`src/rtl/vga_text_bitgen.sv`:
```
// ---------------------------------------------------------------------------
// vga_text_bitgen
//
// Text-mode pixel generator that sits directly behind the VGA timing
// controller. The screen is COLS x ROWS character cells of 8x8 pixels. For
// every pixel the block computes the character RAM address, turns the
// returned character code into a glyph ROM address, selects the glyph bit for
// the pixel and maps it to a foreground/background colour. A blinking block
// cursor inverts the pixels of one cell.
//
// Stream interface: there is no backpressure. One pixel is accepted on every
// clock edge and the matching rgb/hSync/vSync/bright leave exactly three
// register stages later. The external character RAM and glyph ROM must return
// data one clock after their address.
//
// Pipeline:
//   stage 0 (comb)  : cell col/row, char_addr, cursor match, valid flag
//   stage 1 (edge 1): pixel fields registered; char_data arrives,
//                     glyph_addr = {char_data, line within cell}
//   stage 2 (edge 2): fields registered again; glyph_data arrives
//   stage 3 (edge 3): colour lookup and output registers
//
// Ports:
//   clock       pixel clock
//   clear       asynchronous active-high reset
//   hSync_in    active-low horizontal sync from the timing controller
//   vSync_in    active-low vertical sync from the timing controller
//   bright_in   1 = active video
//   hCount      pixel column from the timing controller
//   vCount      pixel line from the timing controller
//   char_addr   character RAM address (row*COLS + col), combinational
//   char_data   character code, valid one clock after char_addr
//   glyph_addr  {char_code, glyph_row}, combinational from char_data
//   glyph_data  glyph row bits (bit 7 = leftmost), valid one clock later
//   wr_en       register write strobe
//   wr_addr     0 fg colour, 1 bg colour, 2 cursor column, 3 cursor row/enable
//   wr_data     register write data
//   hSync       hSync_in delayed to match rgb
//   vSync       vSync_in delayed to match rgb
//   bright      bright_in delayed to match rgb
//   rgb         pixel colour {R[2:0], G[2:0], B[1:0]}
// ---------------------------------------------------------------------------
module vga_text_bitgen #(
  parameter int COLS         = 80,
  parameter int ROWS         = 60,
  parameter int HACTIVE      = 640,
  parameter int VACTIVE      = 480,
  parameter int BLINK_FRAMES = 30
) (
  input  logic        clock,
  input  logic        clear,
  input  logic        hSync_in,
  input  logic        vSync_in,
  input  logic        bright_in,
  input  logic [9:0]  hCount,
  input  logic [9:0]  vCount,
  output logic [12:0] char_addr,
  input  logic [7:0]  char_data,
  output logic [10:0] glyph_addr,
  input  logic [7:0]  glyph_data,
  input  logic        wr_en,
  input  logic [1:0]  wr_addr,
  input  logic [15:0] wr_data,
  output logic        hSync,
  output logic        vSync,
  output logic        bright,
  output logic [7:0]  rgb
);

  localparam int BW = (BLINK_FRAMES > 1) ? $clog2(BLINK_FRAMES) : 1;
  localparam logic [BW-1:0] BLINK_LAST = BW'(BLINK_FRAMES - 1);

  // -------------------------------------------------------------------------
  // Programmable registers
  // -------------------------------------------------------------------------
  logic [7:0] fg;
  logic [7:0] bg;
  logic [6:0] cursor_col;
  logic [5:0] cursor_row;
  logic       cursor_en;

  // wr_data[14:8] carries no register field.
  logic unused_wr_bits;
  assign unused_wr_bits = ^wr_data[14:8];

  // Out-of-range cursor positions are stored as written; they simply never
  // match a visible cell.
  always_ff @(posedge clock or posedge clear) begin
    if (clear) begin
      fg         <= 8'hFF;
      bg         <= 8'h00;
      cursor_col <= 7'd0;
      cursor_row <= 6'd0;
      cursor_en  <= 1'b0;
    end else if (wr_en) begin
      case (wr_addr)
        2'd0: fg <= wr_data[7:0];
        2'd1: bg <= wr_data[7:0];
        2'd2: cursor_col <= wr_data[6:0];
        2'd3: begin
          cursor_row <= wr_data[5:0];
          cursor_en  <= wr_data[15];
        end
        default: ;
      endcase
    end
  end

  // -------------------------------------------------------------------------
  // Cursor blink: count falling edges of vSync_in, toggle every BLINK_FRAMES.
  // The counter keeps running while the cursor is disabled.
  // -------------------------------------------------------------------------
  logic          vs_prev;
  logic          vs_fall;
  logic [BW-1:0] blink_cnt;
  logic          blink_on;

  assign vs_fall = vs_prev & ~vSync_in;

  always_ff @(posedge clock or posedge clear) begin
    if (clear) begin
      vs_prev   <= 1'b1;
      blink_cnt <= '0;
      blink_on  <= 1'b0;
    end else begin
      vs_prev <= vSync_in;
      if (vs_fall) begin
        if (blink_cnt == BLINK_LAST) begin
          blink_cnt <= '0;
          blink_on  <= ~blink_on;
        end else begin
          blink_cnt <= blink_cnt + 1'b1;
        end
      end
    end
  end

  // -------------------------------------------------------------------------
  // Stage 0: cell coordinates and character RAM address
  // -------------------------------------------------------------------------
  logic [6:0]  col;
  logic [6:0]  row;
  logic        in_area;
  logic [12:0] lin_addr;
  logic        cursor_hit;

  assign col     = hCount[9:3];
  assign row     = vCount[9:3];
  assign in_area = (hCount < 10'(HACTIVE)) && (vCount < 10'(VACTIVE));

  // row*80 without a multiplier: row*64 + row*16 + col.
  assign lin_addr = ({6'd0, row} << 6) + ({6'd0, row} << 4) + {6'd0, col};
  assign char_addr = in_area ? lin_addr : 13'd0;

  assign cursor_hit = (col == cursor_col) && (row == {1'b0, cursor_row});

  // -------------------------------------------------------------------------
  // Stage 1
  // -------------------------------------------------------------------------
  logic [2:0] s1_hpix;
  logic [2:0] s1_vrow;
  logic       s1_valid;
  logic       s1_cur;
  logic       s1_hs;
  logic       s1_vs;
  logic       s1_br;

  always_ff @(posedge clock or posedge clear) begin
    if (clear) begin
      s1_hpix  <= 3'd0;
      s1_vrow  <= 3'd0;
      s1_valid <= 1'b0;
      s1_cur   <= 1'b0;
      s1_hs    <= 1'b1;
      s1_vs    <= 1'b1;
      s1_br    <= 1'b0;
    end else begin
      s1_hpix  <= hCount[2:0];
      s1_vrow  <= vCount[2:0];
      s1_valid <= in_area;
      s1_cur   <= cursor_hit;
      s1_hs    <= hSync_in;
      s1_vs    <= vSync_in;
      s1_br    <= bright_in;
    end
  end

  // char_data belongs to the pixel now held in stage 1.
  assign glyph_addr = {char_data, s1_vrow};

  // -------------------------------------------------------------------------
  // Stage 2 (the line within the cell is no longer needed here)
  // -------------------------------------------------------------------------
  logic [2:0] s2_hpix;
  logic       s2_valid;
  logic       s2_cur;
  logic       s2_hs;
  logic       s2_vs;
  logic       s2_br;

  always_ff @(posedge clock or posedge clear) begin
    if (clear) begin
      s2_hpix  <= 3'd0;
      s2_valid <= 1'b0;
      s2_cur   <= 1'b0;
      s2_hs    <= 1'b1;
      s2_vs    <= 1'b1;
      s2_br    <= 1'b0;
    end else begin
      s2_hpix  <= s1_hpix;
      s2_valid <= s1_valid;
      s2_cur   <= s1_cur;
      s2_hs    <= s1_hs;
      s2_vs    <= s1_vs;
      s2_br    <= s1_br;
    end
  end

  // -------------------------------------------------------------------------
  // Stage 3: colour lookup. fg/bg/cursor_en/blink_on are read as registered,
  // so a write at edge N first shows in the rgb registered at edge N+1.
  // -------------------------------------------------------------------------
  logic       pix_raw;
  logic       pix;
  logic [7:0] rgb_next;

  always_comb begin
    pix_raw  = glyph_data[3'd7 - s2_hpix];
    pix      = pix_raw ^ (cursor_en & blink_on & s2_cur);
    rgb_next = 8'h00;
    if (s2_br && s2_valid) begin
      rgb_next = pix ? fg : bg;
    end
  end

  always_ff @(posedge clock or posedge clear) begin
    if (clear) begin
      rgb    <= 8'h00;
      hSync  <= 1'b1;
      vSync  <= 1'b1;
      bright <= 1'b0;
    end else begin
      rgb    <= rgb_next;
      hSync  <= s2_hs;
      vSync  <= s2_vs;
      bright <= s2_br;
    end
  end

endmodule

```
`config.mk`:
```
export PLATFORM = sky130hd
export DESIGN_NAME = vga_text_bitgen
export DESIGN_NICKNAME = d
export VERILOG_FILES = /design/src/rtl/vga_text_bitgen.sv
export SDC_FILE = /design/constraint.sdc
export NUM_CORES = 1
export LEC_CHECK = 0
export CORE_ASPECT_RATIO = 2
export CORE_MARGIN = 2
export CORE_UTILIZATION = 51
export DETAILED_ROUTE_END_ITERATION = 12
export HOLD_SLACK_MARGIN = 0.05
export PLACE_DENSITY = 0.95
export SLEW_MARGIN = 40
export SYNTH_ARGS = -nofsm -noshare
export SYNTH_HDL_FRONTEND = slang
export SYNTH_SLANG_ARGS = --single-unit
```
`constraint.sdc`:
```
create_clock -name clock -period 5.2 [get_ports clock]
set_input_delay 0.52 -clock clock [delete_from_list [all_inputs] [get_ports clock]]
set_output_delay 0.52 -clock clock [all_outputs]
set_load 0.005 [all_outputs]
```
Yosys cells after proc, flatten, opt, wreduce, memory -nomap -nowiden
Index checks and enable logic that the tools add are counted.

Register bits: 66. Bits of input ports: 60. Output and inout bits: 35. Logic and storage cells: 58.

Add/subtract/negate cells: 4. $lt $le $gt $ge: 3. Equal/unequal tests: 6. Muxes and demuxes: 6. Bitwise logic cells: 6. Reductions and logical operators: 9.

Operator list (number): 8-bit two-way mux (2); 13-bit by 11-bit adder with 13-bit output (1); 13-bit by 7-bit adder with 13-bit output (1); 13-bit two-way mux (1); 10-bit less-than comparator (second input constant) (1); 10-bit by 9-bit less-than comparator with 1-bit output (second input constant) (1); 2-bit AND reduction (5); 7-bit by 6-bit equality test with 1-bit output (1); 7-bit equality test (1); 5-bit by 1-bit adder with 5-bit output (second input constant) (1); 5-bit equality test (second input constant) (1); 5-bit two-way mux (1); 2-bit equality test (second input constant) (2); 3-bit by 4-bit less-than comparator with 1-bit output (second input constant) (1); 1-bit AND (3); 1-bit binary-select mux with 3-bit select (1); 1-bit logical AND (3); 3-bit subtractor (first input constant) (1); 2-bit by 1-bit equality test with 1-bit output (second input constant) (1); 2-bit zero test (1); 1-bit inverter (2); 1-bit two-way mux (1); 1-bit XOR (1).

Longest topological paths before layout
Depth after elaboration: 6. Mapped depth: 8. Gate-level depth less buffers: 8.

Worst setup path before layout
OpenSTA, ideal clock, no wires.

Path type: in2out. Start point: input hCount[9]. End point: output char_addr[11]. Data arrival time: 2.385 ns. Data required time: 4.680 ns. Path slack: 2.295 ns. Stages: 8. Buffers on the path: 0. Path through: inv_1 fa_1 inv_1 fa_1 a211oi_1 o21bai_1 a21oi_1 mux2i_1.

Cells in the longest elaborated chain, start to end: 3. Elaborated cells on any way between the ends: 4. Those cells by class: add/sub (1); order compare (1); mux (1); reduce/logical (1).

RTL lines: start: declaration (line 55) `input logic [9:0] hCount,`; parallel branches: the longest is 2 deep, another holds 13-bit by 7-bit adder with 13-bit output; 13-bit two-way mux (*) (line 153) `assign char_addr = in_area ? lin_addr : 13'd0;`; end: declaration (line 57) `output logic [12:0] char_addr,`.

Mark *: on every way between the ends.

Worst setup path in the final report
Start point: input vCount[5]. End point: output char_addr[11].

Cells in the longest elaborated chain, start to end: 3. Elaborated cells on any way between the ends: 5. Those cells by class: add/sub (2); order compare (1); mux (1); reduce/logical (1).

RTL lines: start: declaration (line 56) `input logic [9:0] vCount,`; 13-bit by 11-bit adder with 13-bit output or 10-bit by 9-bit less-than comparator with 1-bit output (tied branches) (line 152, 149); 13-bit by 7-bit adder with 13-bit output or 1-bit logical AND (tied branches) (line 152, 149); 13-bit two-way mux (*) (line 153).

Mark *: on every way between the ends. The rest lies on a longest branch, timed or not.

==> metrics.txt <==
leak pwr 0.00182 µW; EDFF count, synth 0; post-cts resize count 0; Tmin final 4.17 ns; post-synthesis mux area share 0.128; layout cells sized above 1 0.194; Worst Hold Launch s1_hpix[1]; Hold EP s2_hpix[1]; Synth area leader dfrtp_1; Worst EP arrival 3.65 ns; prevailing post-synth register cell dfrtp_1; Tightest Pin Transition 0.816 ns; IO Pins 95; final core occ 0.695; Rows 41; CP Class primary input to output port; Synth top area share 0.395; Routed Antenna Nets 0; r2r worst-path depth 4; wire length of the first global-routing pass 12500 µm; Worst path max stage delay 0.58 ns; Multi-input gate area 0.00148 mm²; largest family of logic cells by synthesized area simple AND/OR/NAND/NOR gates; max-cap viol count 0; DR vias 2529; Nets 422; synthesized area per cell 11.8 µm²; die area 0.00715 mm²; Port Buffers 71; Max Clock Skew 0.00523 ns; vias per inst 5.80; core footprint 0.00626 mm²; grt ovf 0; total track usage 0.236; Async SR Flop Fraction 1.00; Sum Neg Setup Slack 0 ns; RSZ-0062 raised after global routing false; CTS Hold Bufs 0; number of synthesized register bits 66; post-synthesis xor/xnor area fraction 0.0399; drt pass-1 iters 4; DPL Wire Length 5370 µm; fin crit share 0.801; most common cell in the synthesized netlist dfrtp_1; post-synthesis adder-cell area fraction 0.0691; # fillers 445; Worst-Skew Late Latency 0.33 ns; status finished, final reports clean; antenna violations before repair 0; Sequential Area 0.00167 mm²; ANT cells 0; Slew HR 0.454; top cells by area, synth dfrtp_1, dfstp_2, mux2_2, ha_1, nand3_1; Root Buffer clkbuf_16; Starting Density 0.526; Critical Path Slowest Stage Cell clkdlybuf4s50_1; P&R area growth vs syn 32.1%; Clock Sinks 66; height of the chip 118 µm; PwrDens 364 mW/mm²; clock-pin slew on the worst setup and hold paths 0.05 ns; mapped cell area 0.00329 mm²; Synth Area in Compound Gates 0.0832; CP required 4.68 ns; maximum clock path buffer count 2; post-CTS setup buffer count 0; DRT iter0 DRCs 153; synth cell count leaders dfrtp_1, mux2_2, nor2_1; post-synth cell types 42; H-tree depth 3; reg-to-reg slack, setup 3.13 ns; hold path depth 0; reg2reg start s2_hpix[1]; final slew viol count 0; worst hold slack 0.346 ns; Mapped Cells 279; Post-Route WL 7780 µm; r2r endpoint rgb[2]; # DRC 0; sequential-to-total area share from yosys stat 0.507; Ys Warns 0; CTS buffer count 9; final setup fails 0; Worst VDD drop 0.318 mV; fmax 0.240 GHz; Fin. Hold Viols 0; CP startpoint kind primary input; Mapped Nets 356; crit path cell chain clkdlybuf4s50_1 > inv_1 > fa_1 > inv_1 > fa_1 > a211oi_1 > o21bai_1 > a21oi_1 > mux2i_1 > clkdlybuf4s50_1; maximum number of pins on one net before global-route repair 67; Die W 60.8 µm; HP Class flop to flop; CP endpoint kind output port; CP max FO 4; GPL Wtd Cong 0.921; post-synthesis simple-gate area fraction 0.130; CTS tree built; number of global-route vias before repair 2620; WL per Instance 17.8 µm
==> report_power, final <==
group	total (µW)	internal, µW	switching, µW
logic	265	149	116
clock network	665	457	208
registers	654	598	56.5
==> logic make-up after synthesis <==
| kind of cell | count (synthesis) |
|---|---|
| DFF | 66 |
| and+or+nand+nor | 81 |
| AOI/OAI and AO/OA | 41 |
| muxes | 34 |
| adders and majority gates | 17 |
| xor gates and xnor gates | 15 |
| buffers and inverters | 25 |
==> metal layers <==
layer	part of all wire	GRT usage	routed length, µm
met5	0	0	0
met3	0.047	0.0440	365
met2	0.57	0.415	4460
met4	0.037	0.117	288
met1	0.34	0.254	2660
==> critical path: cells and delay by family <==
kind / cells / cell delay, ns
mux: 1 / 0.21
compound gates: 3 / 0.68
buf+inv: 4 / 1.26
fa+ha+maj: 2 / 0.97
==> metrics by stage <==
step	setup WS [ns]	total power [µW]	cell area [µm²]	instances
3_5_place_dp	1.08	920	4010	420
3_3_place_gp	1.16	894	4010	420
2_1_floorplan	2.29	808	3290	279
6_report	1.03	1580	4350	436
4_1_cts	1.06	1590	4350	436
5_1_grt	0.858	1650	4350	436
==> flip-flops by register name, summed over array words and instances (netlist names), 3 cells and up <==
name        cells
blink_cnt       5
cursor_col      7
s2_hpix         3
cursor_row      6
fg              8
rgb             8
s1_hpix         3
bg              8
s1_vrow         3
==> how the worst max path moves through the flow <==
stage / start / to / slack, ns / depth (start not counted)
after detailed placement: vCount[5] / char_addr[11] / 1.08 / 10
after floorplan: hCount[9] / char_addr[11] / 2.29 / 8
after CTS: vCount[5] / char_addr[11] / 1.06 / 10
final: vCount[5] / char_addr[11] / 1.03 / 10
after global routing: hCount[9] / char_addr[11] / 0.86 / 10
after global placement: hCount[9] / char_addr[11] / 1.16 / 10
==> layout by cell type, fill, tap and decap left out, types with 9 or more instances in the layout <==
cell type        instances
nor2_1                  23
dfrtp_1                 52
clkdlybuf4s50_1         71
dfstp_2                 14
clkbuf_16                9
nand3_1                 18
xor2_1                   9
ha_1                    15
o21ai_0                 18
mux2_2                  30
==> final cells by class <==
type / count / area share
Sequential cell: 66 / 0.384
Tap cell: 86 / 0.0247
Inverter: 8 / 0.00690
Multi-Input combinational cell: 188 / 0.341
Clock buffer: 12 / 0.0613
Timing Repair Buffer: 72 / 0.166
Clock inverter: 4 / 0.0167
(Power assumes the default switching activity.)
